===== config.mk =====
export PLATFORM = sky130hd
export DESIGN_NAME = uart_tx_sched
export DESIGN_NICKNAME = d
export VERILOG_FILES = /design/src/rtl/uart_tx_sched.sv
export SDC_FILE = /design/constraint.sdc
export NUM_CORES = 1
export LEC_CHECK = 0
export ABC_AREA = 1
export CORE_ASPECT_RATIO = 1.4
export CORE_MARGIN = 3
export CORE_UTILIZATION = 50
export DETAILED_ROUTE_END_ITERATION = 12
export PLACE_DENSITY = 0.8
export SYNTH_ARGS = -nofsm -noshare
export SYNTH_HDL_FRONTEND = slang
export SYNTH_SLANG_ARGS = --single-unit

===== constraint.sdc =====
create_clock -name i_uart_clk -period 4 [get_ports i_uart_clk]
set_input_delay 1 -clock i_uart_clk [delete_from_list [all_inputs] [get_ports i_uart_clk]]
set_output_delay 1 -clock i_uart_clk [all_outputs]
set_load 0.01 [all_outputs]

===== src/rtl/uart_tx_sched.sv =====
// Round-robin scheduler that shares one UART serializer between NUM_REQ byte producers.
// A grant is held across a multi-byte message so messages never interleave on the line.
`timescale 1ns / 1ps
module uart_tx_sched #(
  parameter int unsigned NUM_REQ        = 4,
  parameter int unsigned ID_W           = 2,
  parameter int unsigned TIMEOUT_CYCLES = 1023
) (
  input  logic                 i_uart_clk,
  input  logic                 i_rst_n,
  input  logic [NUM_REQ-1:0]   i_req_valid,
  input  logic [8*NUM_REQ-1:0] i_req_data,
  input  logic [NUM_REQ-1:0]   i_req_last,
  output logic [NUM_REQ-1:0]   o_req_ready,
  output logic [7:0]           o_tx_byte,
  output logic                 o_tx_valid,
  input  logic                 i_tx_active,
  input  logic                 i_tx_done,
  output logic [ID_W-1:0]      o_grant_id,
  output logic                 o_busy,
  output logic                 o_err
);

  typedef enum logic [2:0] {
    StIdle     = 3'd0,
    StIssue    = 3'd1,
    StWaitAct  = 3'd2,
    StWaitDone = 3'd3,
    StWaitClr  = 3'd4
  } state_e;

  state_e            state_q, state_d;
  logic [7:0]        tx_byte_q, tx_byte_d;
  logic              tx_valid_q, tx_valid_d;
  logic [ID_W-1:0]   grant_q, grant_d;
  logic              err_q, err_d;
  logic [ID_W-1:0]   ptr_q, ptr_d;
  logic              lock_q, lock_d;
  logic [15:0]       cnt_q, cnt_d;

  logic [ID_W-1:0]   sel;
  logic              sel_vld;
  logic              accept;

  function automatic logic [ID_W-1:0] rr_idx(input logic [ID_W-1:0] base, input int unsigned off);
    int unsigned s;
    s = (32'(base) + off) % NUM_REQ;
    return ID_W'(s);
  endfunction

  // A locked grant makes only the current owner eligible; otherwise scan from the pointer.
  always_comb begin
    sel     = '0;
    sel_vld = 1'b0;
    if (lock_q) begin
      sel     = grant_q;
      sel_vld = i_req_valid[grant_q];
    end else begin
      for (int unsigned i = 0; i < NUM_REQ; i++) begin
        if (!sel_vld && i_req_valid[rr_idx(ptr_q, i)]) begin
          sel     = rr_idx(ptr_q, i);
          sel_vld = 1'b1;
        end
      end
    end
  end

  assign accept = (state_q == StIdle) && sel_vld;

  always_comb begin
    o_req_ready = '0;
    if (accept) o_req_ready = NUM_REQ'(1) << sel;
  end

  always_comb begin
    state_d    = state_q;
    tx_byte_d  = tx_byte_q;
    tx_valid_d = 1'b0;
    grant_d    = grant_q;
    err_d      = 1'b0;
    ptr_d      = ptr_q;
    lock_d     = lock_q;
    cnt_d      = cnt_q;
    case (state_q)
      StIdle: begin
        if (accept) begin
          tx_byte_d  = i_req_data[{sel, 3'b000} +: 8];
          grant_d    = sel;
          lock_d     = ~i_req_last[sel];
          if (i_req_last[sel]) ptr_d = rr_idx(sel, 1);
          tx_valid_d = 1'b1;
          state_d    = StIssue;
        end
      end
      StIssue: begin
        cnt_d   = '0;
        state_d = StWaitAct;
      end
      StWaitAct: begin
        if (i_tx_active) begin
          state_d = StWaitDone;
        end else if ({1'b0, cnt_q} + 17'd1 == 17'(TIMEOUT_CYCLES)) begin
          err_d   = 1'b1;
          lock_d  = 1'b0;
          ptr_d   = rr_idx(grant_q, 1);
          state_d = StIdle;
        end else begin
          cnt_d = cnt_q + 16'd1;
        end
      end
      StWaitDone: begin
        if (i_tx_done) state_d = StWaitClr;
      end
      StWaitClr: begin
        if (!i_tx_done) state_d = StIdle;
      end
      default: begin
        state_d   = StIdle;
        tx_byte_d = '0;
        grant_d   = '0;
        ptr_d     = '0;
        lock_d    = 1'b0;
        cnt_d     = '0;
      end
    endcase
  end

  always_ff @(posedge i_uart_clk or negedge i_rst_n) begin
    if (!i_rst_n) begin
      state_q    <= StIdle;
      tx_byte_q  <= '0;
      tx_valid_q <= 1'b0;
      grant_q    <= '0;
      err_q      <= 1'b0;
      ptr_q      <= '0;
      lock_q     <= 1'b0;
      cnt_q      <= '0;
    end else begin
      state_q    <= state_d;
      tx_byte_q  <= tx_byte_d;
      tx_valid_q <= tx_valid_d;
      grant_q    <= grant_d;
      err_q      <= err_d;
      ptr_q      <= ptr_d;
      lock_q     <= lock_d;
      cnt_q      <= cnt_d;
    end
  end

  assign o_tx_byte  = tx_byte_q;
  assign o_tx_valid = tx_valid_q;
  assign o_grant_id = grant_q;
  assign o_err      = err_q;
  assign o_busy     = (state_q != StIdle);

endmodule


==> impl_metrics.prom, run 1 <==
# TYPE chip_impl_metric gauge
chip_impl_metric{name="route.vias.total",unit=""} 2748
chip_impl_metric{name="fin_skew",unit="ps"} 7.13
chip_impl_metric{name="synth-seq-cells",unit=""} 34
chip_impl_metric{name="fp.dieArea",unit="mm²"} 0.00618
chip_impl_metric{name="synth_top_cell_area_share",unit=""} 0.324
chip_impl_info{name="crit_path_frequent_cell",value="sky130_fd_sc_hd__nand2_1"} 1
chip_impl_metric{name="yosysUniqueCellTypes",unit=""} 31
chip_impl_info{name="hold-path-endpoint",value="o_tx_byte[3]"} 1
chip_impl_metric{name="placeable_area",unit="mm²"} 0.00495
chip_impl_metric{name="post_synthesis_sequential_area_ratio",unit=""} 0.324
chip_impl_metric{name="globalplace.congestion",unit=""} 0.886
chip_impl_metric{name="rrSetupSlack",unit="ps"} 1310
chip_impl_metric{name="post_drt_via_cell_ratio",unit=""} 5.18
chip_impl_info{name="outcome",value="finished, final reports clean"} 1
chip_impl_metric{name="r2r.worst_path.cells",unit=""} 13
chip_impl_metric{name="cts_buffers",unit=""} 5
chip_impl_metric{name="whs",unit="ps"} 483
chip_impl_metric{name="antenna_left",unit=""} 0
chip_impl_metric{name="setup_viol_count_final",unit=""} 0
chip_impl_metric{name="grt_antenna_before_repair",unit=""} 0
chip_impl_metric{name="grt.total_usage",unit=""} 0.231
chip_impl_metric{name="period_minus_slack",unit="ps"} 3830
chip_impl_metric{name="cp.arrival",unit="ps"} 2830
chip_impl_metric{name="report.final.slew_viol_count",unit=""} 0
chip_impl_info{name="hold_path_class",value="reg2reg"} 1
chip_impl_info{name="clockRootBuffer",value="sky130_fd_sc_hd__clkbuf_8"} 1
chip_impl_metric{name="drc",unit=""} 0
chip_impl_metric{name="insertedDiodeCount",unit=""} 0
chip_impl_metric{name="drt-pass1-iter-count",unit=""} 4
chip_impl_metric{name="filler_instances",unit=""} 436
chip_impl_info{name="critical_path.reg2reg.endpoint",value="cnt_q[9]"} 1
chip_impl_metric{name="synth_fp_nets",unit=""} 436
chip_impl_metric{name="h-tree-depth",unit=""} 2
chip_impl_metric{name="clk_latency",unit="ps"} 290
chip_impl_info{name="post_synth_main_area_contributors",value="sky130_fd_sc_hd__dfrtp_1, sky130_fd_sc_hd__nand2_1, sky130_fd_sc_hd__nand3_1"} 1
chip_impl_metric{name="dp_wirelength",unit="mm"} 5.22
chip_impl_metric{name="cts.reportedPaths.clkPinSlew",unit="ps"} 60
chip_impl_info{name="path_cells",value="clkdlybuf4s50_1, inv_1, nand2_1, nand2_1, o21ai_2, inv_1, nand3_1, nand2_1, o21ai_1, nand2_1, buf_4, nor3_1, clkbuf_2"} 1
chip_impl_metric{name="timing.slew.headroom",unit=""} 0.572
chip_impl_metric{name="cts_num_sinks",unit=""} 34
chip_impl_metric{name="drv.max_cap_violation_count",unit=""} 0
chip_impl_metric{name="count_of_cells_along_the_worst_hold_path",unit=""} 2
chip_impl_info{name="timing.hold.worst.start",value="o_tx_byte[3]"} 1
chip_impl_info{name="most-common-layout-cells",value="sky130_fd_sc_hd__nand2_1, sky130_fd_sc_hd__clkdlybuf4s50_1, sky130_fd_sc_hd__inv_1"} 1
chip_impl_metric{name="area_growth",unit="%"} 31.6
chip_impl_metric{name="max_stage_delay",unit="ps"} 510
chip_impl_metric{name="gr-usage-met1",unit=""} 0.284
chip_impl_metric{name="design.portCount",unit=""} 61
chip_impl_metric{name="detail_route.wirelength",unit="mm"} 6.71
chip_impl_metric{name="gr-usage-met3",unit=""} 0.0306
chip_impl_metric{name="synthesis.area",unit="mm²"} 0.00263
chip_impl_metric{name="grt_start_max_net_pins",unit=""} 35
chip_impl_metric{name="std_cell_rows",unit=""} 30
chip_impl_metric{name="die_width",unit="µm"} 67.3
chip_impl_metric{name="use_met2",unit=""} 0.399
chip_impl_metric{name="fmax",unit="MHz"} 261
chip_impl_metric{name="wl_per_cell",unit="µm"} 12.6
chip_impl_metric{name="report.final.hold_viol_count",unit=""} 0
chip_impl_metric{name="vias_in_the_first_global_route",unit=""} 2616
chip_impl_metric{name="post-route-util",unit=""} 0.698
chip_impl_metric{name="hold_buffers",unit=""} 0
chip_impl_info{name="crit_type",value="in2out"} 1
chip_impl_info{name="mostFrequentLayoutCell",value="sky130_fd_sc_hd__nand2_1"} 1
chip_impl_metric{name="globalRoute.totalOverflow",unit=""} 0
chip_impl_metric{name="detailed_route_iter0_violations",unit=""} 188
chip_impl_metric{name="syn-instance-count",unit=""} 390
chip_impl_metric{name="pwr_cell_area",unit="mW/mm²"} 648
chip_impl_metric{name="grt_pass1_wl",unit="mm"} 11.3
chip_impl_info{name="timing.critical_path.from_type",value="input pin"} 1
chip_impl_metric{name="die_h",unit="µm"} 91.8
chip_impl_info{name="globalRoute.busiestLayer",value="met2"} 1
chip_impl_info{name="cp-end-kind",value="primary output"} 1
chip_impl_metric{name="layout-drive-gt1-share",unit=""} 0.178
chip_impl_metric{name="total_number_of_nets_in_the_final_design",unit=""} 512
chip_impl_info{name="critical_path.slowest_cell",value="sky130_fd_sc_hd__clkdlybuf4s50_1"} 1
chip_impl_metric{name="portBuffers",unit=""} 60
chip_impl_metric{name="ys_warn_count",unit=""} 0
chip_impl_info{name="cts_tree",value="built"} 1
chip_impl_metric{name="post-route-period-util",unit=""} 0.959
chip_impl_metric{name="leakage",unit="nW"} 1.60
chip_impl_metric{name="worst_pin_slew",unit="ps"} 640
chip_impl_info{name="yosysTopAreaCell",value="sky130_fd_sc_hd__dfrtp_1"} 1
chip_impl_info{name="r2r-start",value="cnt_q[0]"} 1
chip_impl_metric{name="worst_ep_required_time",unit="ps"} 3000
chip_impl_info{name="worstSetupStartpoint",value="i_req_valid[0]"} 1
chip_impl_metric{name="critical_path.max_fanout",unit=""} 4
chip_impl_metric{name="clk_path_buf_depth",unit=""} 2
chip_impl_metric{name="floorplan.initialDensity",unit=""} 0.531
chip_impl_metric{name="vdd_drop_max",unit="mV"} 0.328
chip_impl_metric{name="post_synth.cell_area_avg",unit="µm²"} 6.74
==> stage by stage <==
step,setup WS [ps],area (µm²),total power [mW],TNS [ps],instances
final,165,3460,2.24,0,531
after global routing,-2.30,3460,2.46,-2.30,531
after CTS,25.8,3460,2.24,0,531
after detailed placement,-154,3350,1.97,-466,521
after global placement,-78.2,3350,1.94,-234,521
after floorplan,694,2630,1.52,0,390
==> worst max-delay path: cells and delay by family <==
family	cells	cell delay, ps
compound gates	2	230
buf+inv	5	990
simple gates	6	600
==> synthesized netlist by cell type <==
library cell,n
sky130_fd_sc_hd__a21oi_1,4
sky130_fd_sc_hd__nor2_2,8
sky130_fd_sc_hd__nand3_4,1
sky130_fd_sc_hd__o21ai_0,14
sky130_fd_sc_hd__or2_1,1
sky130_fd_sc_hd__nand2_2,22
sky130_fd_sc_hd__clkinv_1,2
sky130_fd_sc_hd__dfrtp_1,34
sky130_fd_sc_hd__o22ai_1,2
sky130_fd_sc_hd__xor2_1,8
sky130_fd_sc_hd__nand3_2,5
sky130_fd_sc_hd__ha_1,2
sky130_fd_sc_hd__nand2_1,136
sky130_fd_sc_hd__buf_6,3
sky130_fd_sc_hd__nor3b_1,1
sky130_fd_sc_hd__xnor2_1,2
sky130_fd_sc_hd__nor3_1,8
sky130_fd_sc_hd__o21ai_2,11
sky130_fd_sc_hd__nand3_1,37
sky130_fd_sc_hd__nor2_4,3
sky130_fd_sc_hd__o2111ai_1,1
sky130_fd_sc_hd__o211ai_4,1
sky130_fd_sc_hd__buf_2,1
sky130_fd_sc_hd__inv_2,6
sky130_fd_sc_hd__nor4_1,1
sky130_fd_sc_hd__o21ai_1,1
sky130_fd_sc_hd__inv_1,38
sky130_fd_sc_hd__clkinv_2,1
sky130_fd_sc_hd__nor2_1,23
sky130_fd_sc_hd__buf_4,2
sky130_fd_sc_hd__nand4_1,11
==> state kept, by name, indices dropped and copies added, names as in the netlist <==
| register | cells |
|---|---|
| cnt_q | 16 |
| o_tx_byte | 8 |
| state_q | 3 |
| o_grant_id | 2 |
| ptr_q | 2 |
| lock_q | 1 |
| o_err | 1 |
| o_tx_valid | 1 |
==> report_power, final <==
| part | total [mW] | leakage [nW] | switching, mW | internal [mW] |
|---|---|---|---|---|
| sequential | 0.497 | 0.457 | 0.0741 | 0.423 |
| combinational | 1.48 | 1.10 | 0.904 | 0.579 |
| clock | 0.260 | 0.0472 | 0.121 | 0.138 |
| total | 2.24 | 1.60 | 1.10 | 1.14 |
==> worst max-delay path by stage <==
stage | depth (start not counted) | slack, ps | end
floorplan | 13 | 690 | o_req_ready[2]
global placement | 12 | -80 | o_req_ready[1]
detailed placement | 12 | -150 | o_req_ready[1]
CTS | 13 | 30 | o_req_ready[1]
global route | 13 | -2 | o_req_ready[2]
finish | 13 | 170 | o_req_ready[1]
==> layout make-up <==
| class | instances | area, µm² | share of cell area |
|---|---|---|---|
| Timing Repair Buffer | 75 | 706 | 0.204 |
| Inverter | 47 | 178 | 0.0514 |
| Tap cell | 64 | 80.1 | 0.0231 |
| Clock buffer | 6 | 82.6 | 0.0239 |
| Multi-Input combinational cell | 303 | 1550 | 0.448 |
| Sequential cell | 34 | 851 | 0.246 |
| Clock inverter | 2 | 12.5 | 0.00362 |
==> cells by family after synthesis <==
group	share of synthesized area
AO/OA/AOI/OAI	0.0890
XOR/XNOR	0.0333
adder cells (fa/ha/maj)	0.00952
buffers and inverters	0.0880
flip-flops	0.324
AND/OR/NAND/NOR	0.456
==> per-layer routing <==
layer	wire length (µm)	part of all wire
met1	2770	0.41
met2	3430	0.51
met3	356	0.053
met4	157	0.023
met5	0	0
==> what timing repair did <==
action,CTS,global route
resized for setup,4,5
cloned,0,0
endpoints found under the setup margin,4,3
pin swaps,1,0
setup buffers,2,0
endpoints found under the hold margin,0,0
Power figures use the tool's default switching activity.
==> run 2, diff against run 1 <==
--- a/config.mk
+++ b/config.mk
@@ -8,9 +8,9 @@
 export ABC_AREA = 1
 export CORE_ASPECT_RATIO = 1.4
 export CORE_MARGIN = 3
-export CORE_UTILIZATION = 50
+export CORE_UTILIZATION = 48
 export DETAILED_ROUTE_END_ITERATION = 12
-export PLACE_DENSITY = 0.8
+export PLACE_DENSITY = 0.77
 export SYNTH_ARGS = -nofsm -noshare
 export SYNTH_HDL_FRONTEND = slang
 export SYNTH_SLANG_ARGS = --single-unit
==> impl_metrics.prom, run 2 (synthesis results as in run 1) <==
# TYPE chip_impl_metric gauge
chip_impl_metric{name="post-route-period-util",unit=""} 0.950
chip_impl_metric{name="report.final.slew_viol_count",unit=""} 0
chip_impl_metric{name="dpl-instance-area",unit="mm²"} 0.00336
chip_impl_metric{name="grt.total_usage",unit=""} 0.228
chip_impl_metric{name="whs",unit="ps"} 482
chip_impl_metric{name="area_growth",unit="%"} 34.4
chip_impl_metric{name="detailed_route_iter0_violations",unit=""} 150
chip_impl_metric{name="placeable_area",unit="mm²"} 0.00524
chip_impl_info{name="hold_path_class",value="reg2reg"} 1
chip_impl_metric{name="drv.max_cap_violation_count",unit=""} 0
chip_impl_metric{name="grt_antenna_before_repair",unit=""} 0
chip_impl_metric{name="wl_per_cell",unit="µm"} 12.6
chip_impl_metric{name="drc",unit=""} 0
chip_impl_metric{name="floorplan.initialDensity",unit=""} 0.502
chip_impl_metric{name="fmax",unit="MHz"} 263
chip_impl_metric{name="timing.slew.headroom",unit=""} 0.592
chip_impl_metric{name="fin_skew",unit="ps"} 4.71
chip_impl_metric{name="design.portCount",unit=""} 61
chip_impl_metric{name="worst_case_setup_margin_in_the_final_layout",unit="ps"} 202
chip_impl_info{name="globalRoute.busiestLayer",value="met2"} 1
chip_impl_info{name="cts_tree",value="built"} 1
chip_impl_info{name="timing.critical_path.from_type",value="input pin"} 1
chip_impl_metric{name="gr-usage-met3",unit=""} 0.0300
chip_impl_metric{name="fin_setup_tns",unit="ps"} 0
chip_impl_metric{name="critical_path.max_fanout",unit=""} 5
chip_impl_metric{name="worst_pin_slew",unit="ps"} 608
chip_impl_metric{name="filler_instances",unit=""} 441
chip_impl_metric{name="std_cell_rows",unit=""} 31
chip_impl_info{name="crit_type",value="in2out"} 1
chip_impl_metric{name="antenna_left",unit=""} 0
chip_impl_metric{name="setup_viol_count_final",unit=""} 0
chip_impl_metric{name="pwr_cell_area",unit="mW/mm²"} 675
chip_impl_metric{name="cts.reportedPaths.clkPinSlew",unit="ps"} 70
chip_impl_metric{name="portBuffers",unit=""} 60
chip_impl_info{name="outcome",value="finished, final reports clean"} 1
chip_impl_metric{name="clk_latency",unit="ps"} 290
chip_impl_metric{name="route.vias.total",unit=""} 2712
chip_impl_metric{name="detail_route.wirelength",unit="mm"} 6.77
chip_impl_metric{name="cts_buffers",unit=""} 5
chip_impl_info{name="cp-end-kind",value="primary output"} 1
chip_impl_metric{name="h-tree-depth",unit=""} 2
chip_impl_metric{name="leakage",unit="nW"} 1.63
chip_impl_metric{name="layout-drive-gt1-share",unit=""} 0.194
chip_impl_metric{name="cts_num_sinks",unit=""} 34
chip_impl_metric{name="dp_wirelength",unit="mm"} 5.17
chip_impl_metric{name="post-route-util",unit=""} 0.675
chip_impl_metric{name="gr-usage-met1",unit=""} 0.267
chip_impl_metric{name="period_minus_slack",unit="ps"} 3800
chip_impl_info{name="clockRootBuffer",value="sky130_fd_sc_hd__clkbuf_8"} 1
chip_impl_metric{name="die_width",unit="µm"} 68.5
chip_impl_metric{name="globalRoute.totalOverflow",unit=""} 0
chip_impl_metric{name="report.final.hold_viol_count",unit=""} 0
chip_impl_metric{name="design_power_total",unit="mW"} 2.38
chip_impl_metric{name="worst_ep_required_time",unit="ps"} 3000
chip_impl_metric{name="post-route-cell-area",unit="mm²"} 0.00353
chip_impl_info{name="most-common-layout-cells",value="sky130_fd_sc_hd__nand2_1, sky130_fd_sc_hd__clkdlybuf4s50_1, sky130_fd_sc_hd__inv_1"} 1
chip_impl_metric{name="total_number_of_nets_in_the_final_design",unit=""} 515
chip_impl_metric{name="hold_buffers",unit=""} 0
chip_impl_info{name="regMostFlops",value="cnt_q"} 1
chip_impl_metric{name="largest_register_ffs",unit=""} 16
chip_impl_metric{name="fp.dieArea",unit="mm²"} 0.00641
chip_impl_metric{name="vias_in_the_first_global_route",unit=""} 2625
chip_impl_metric{name="clk_path_buf_depth",unit=""} 2
chip_impl_metric{name="die_h",unit="µm"} 93.6
chip_impl_metric{name="grt_start_max_net_pins",unit=""} 35
chip_impl_info{name="mostFrequentLayoutCell",value="sky130_fd_sc_hd__nand2_1"} 1
chip_impl_metric{name="layout.cells.non_filler",unit=""} 536
chip_impl_metric{name="globalplace.congestion",unit=""} 0.904
chip_impl_metric{name="cp.arrival",unit="ps"} 2800
chip_impl_metric{name="grt_pass1_wl",unit="mm"} 11.4
chip_impl_metric{name="vdd_drop_max",unit="mV"} 0.347
chip_impl_metric{name="insertedDiodeCount",unit=""} 0
chip_impl_metric{name="post_drt_via_cell_ratio",unit=""} 5.06
chip_impl_metric{name="dp_worst_setup_slack",unit="ps"} -164
chip_impl_metric{name="drt-pass1-iter-count",unit=""} 4
chip_impl_metric{name="placed_instances",unit=""} 524
chip_impl_metric{name="use_met2",unit=""} 0.394
==> run 2: area by class of cell <==
cell class / instances / area (µm²) / area share
multi-input combinational: 303 / 1560 / 0.442
sequential: 34 / 851 / 0.241
timing repair buffer: 78 / 721 / 0.204
inverter: 47 / 178 / 0.0503
tap: 66 / 82.6 / 0.0234
clock buffer: 5 / 68.8 / 0.0195
clock inverter: 3 / 68.8 / 0.0195
==> run 2: where the power goes <==
part	leakage, nW	internal (mW)	switching [mW]
Clock	0.0683	0.250	0.130
Sequential	0.457	0.423	0.0721
Combinational	1.11	0.582	0.926
Total	1.63	1.25	1.13
==> run 2: final timing paths <==
| check | startpoint | endpoint | slack (ps) | depth (start not counted) |
|---|---|---|---|---|
| max | i_req_valid[3] | o_req_ready[2] | 200 | 13 |
| min | o_tx_byte[1] | o_tx_byte[1] | 480 | 2 |
| max reg2reg | cnt_q[0] | cnt_q[9] | 1340 | 13 |
| min reg2reg | o_tx_byte[1] | o_tx_byte[1] | 480 | 2 |
| max in group asynchronous | i_rst_n | state_q[1] | 2580 | 2 |
| min in group asynchronous | i_rst_n | o_tx_byte[6] | 1110 | 2 |
==> run 2: routing by layer <==
layer / part of all wire / wire (µm) / vias to the layer above
li1: - / - / 1402
met1: 0.39 / 2670 / 1234
met2: 0.53 / 3570 / 64
met3: 0.056 / 377 / 12
met4: 0.021 / 144 / 0
met5: 0 / 0 / -
==> run 2: critical path: stages <==
cell	delay [ps]
sky130_fd_sc_hd__clkdlybuf4s50_1	500
sky130_fd_sc_hd__inv_1	70
sky130_fd_sc_hd__nand2_2	60
sky130_fd_sc_hd__nand3_1	100
sky130_fd_sc_hd__o21ai_1	110
sky130_fd_sc_hd__inv_1	90
sky130_fd_sc_hd__nand3_1	90
sky130_fd_sc_hd__nand2_1	70
sky130_fd_sc_hd__o21ai_2	80
sky130_fd_sc_hd__nand2_2	100
sky130_fd_sc_hd__buf_4	160
sky130_fd_sc_hd__nor3_2	190
sky130_fd_sc_hd__clkbuf_2	160
==> run 2: repair_timing <==
action / in CTS / in global routing
gates resized for setup: 4 / 12
endpoints found under the setup margin: 4 / 4
endpoints found under the hold margin: 0 / 0
gates cloned: 0 / 0
pin swaps: 1 / 0
buffers inserted: 3 / 1
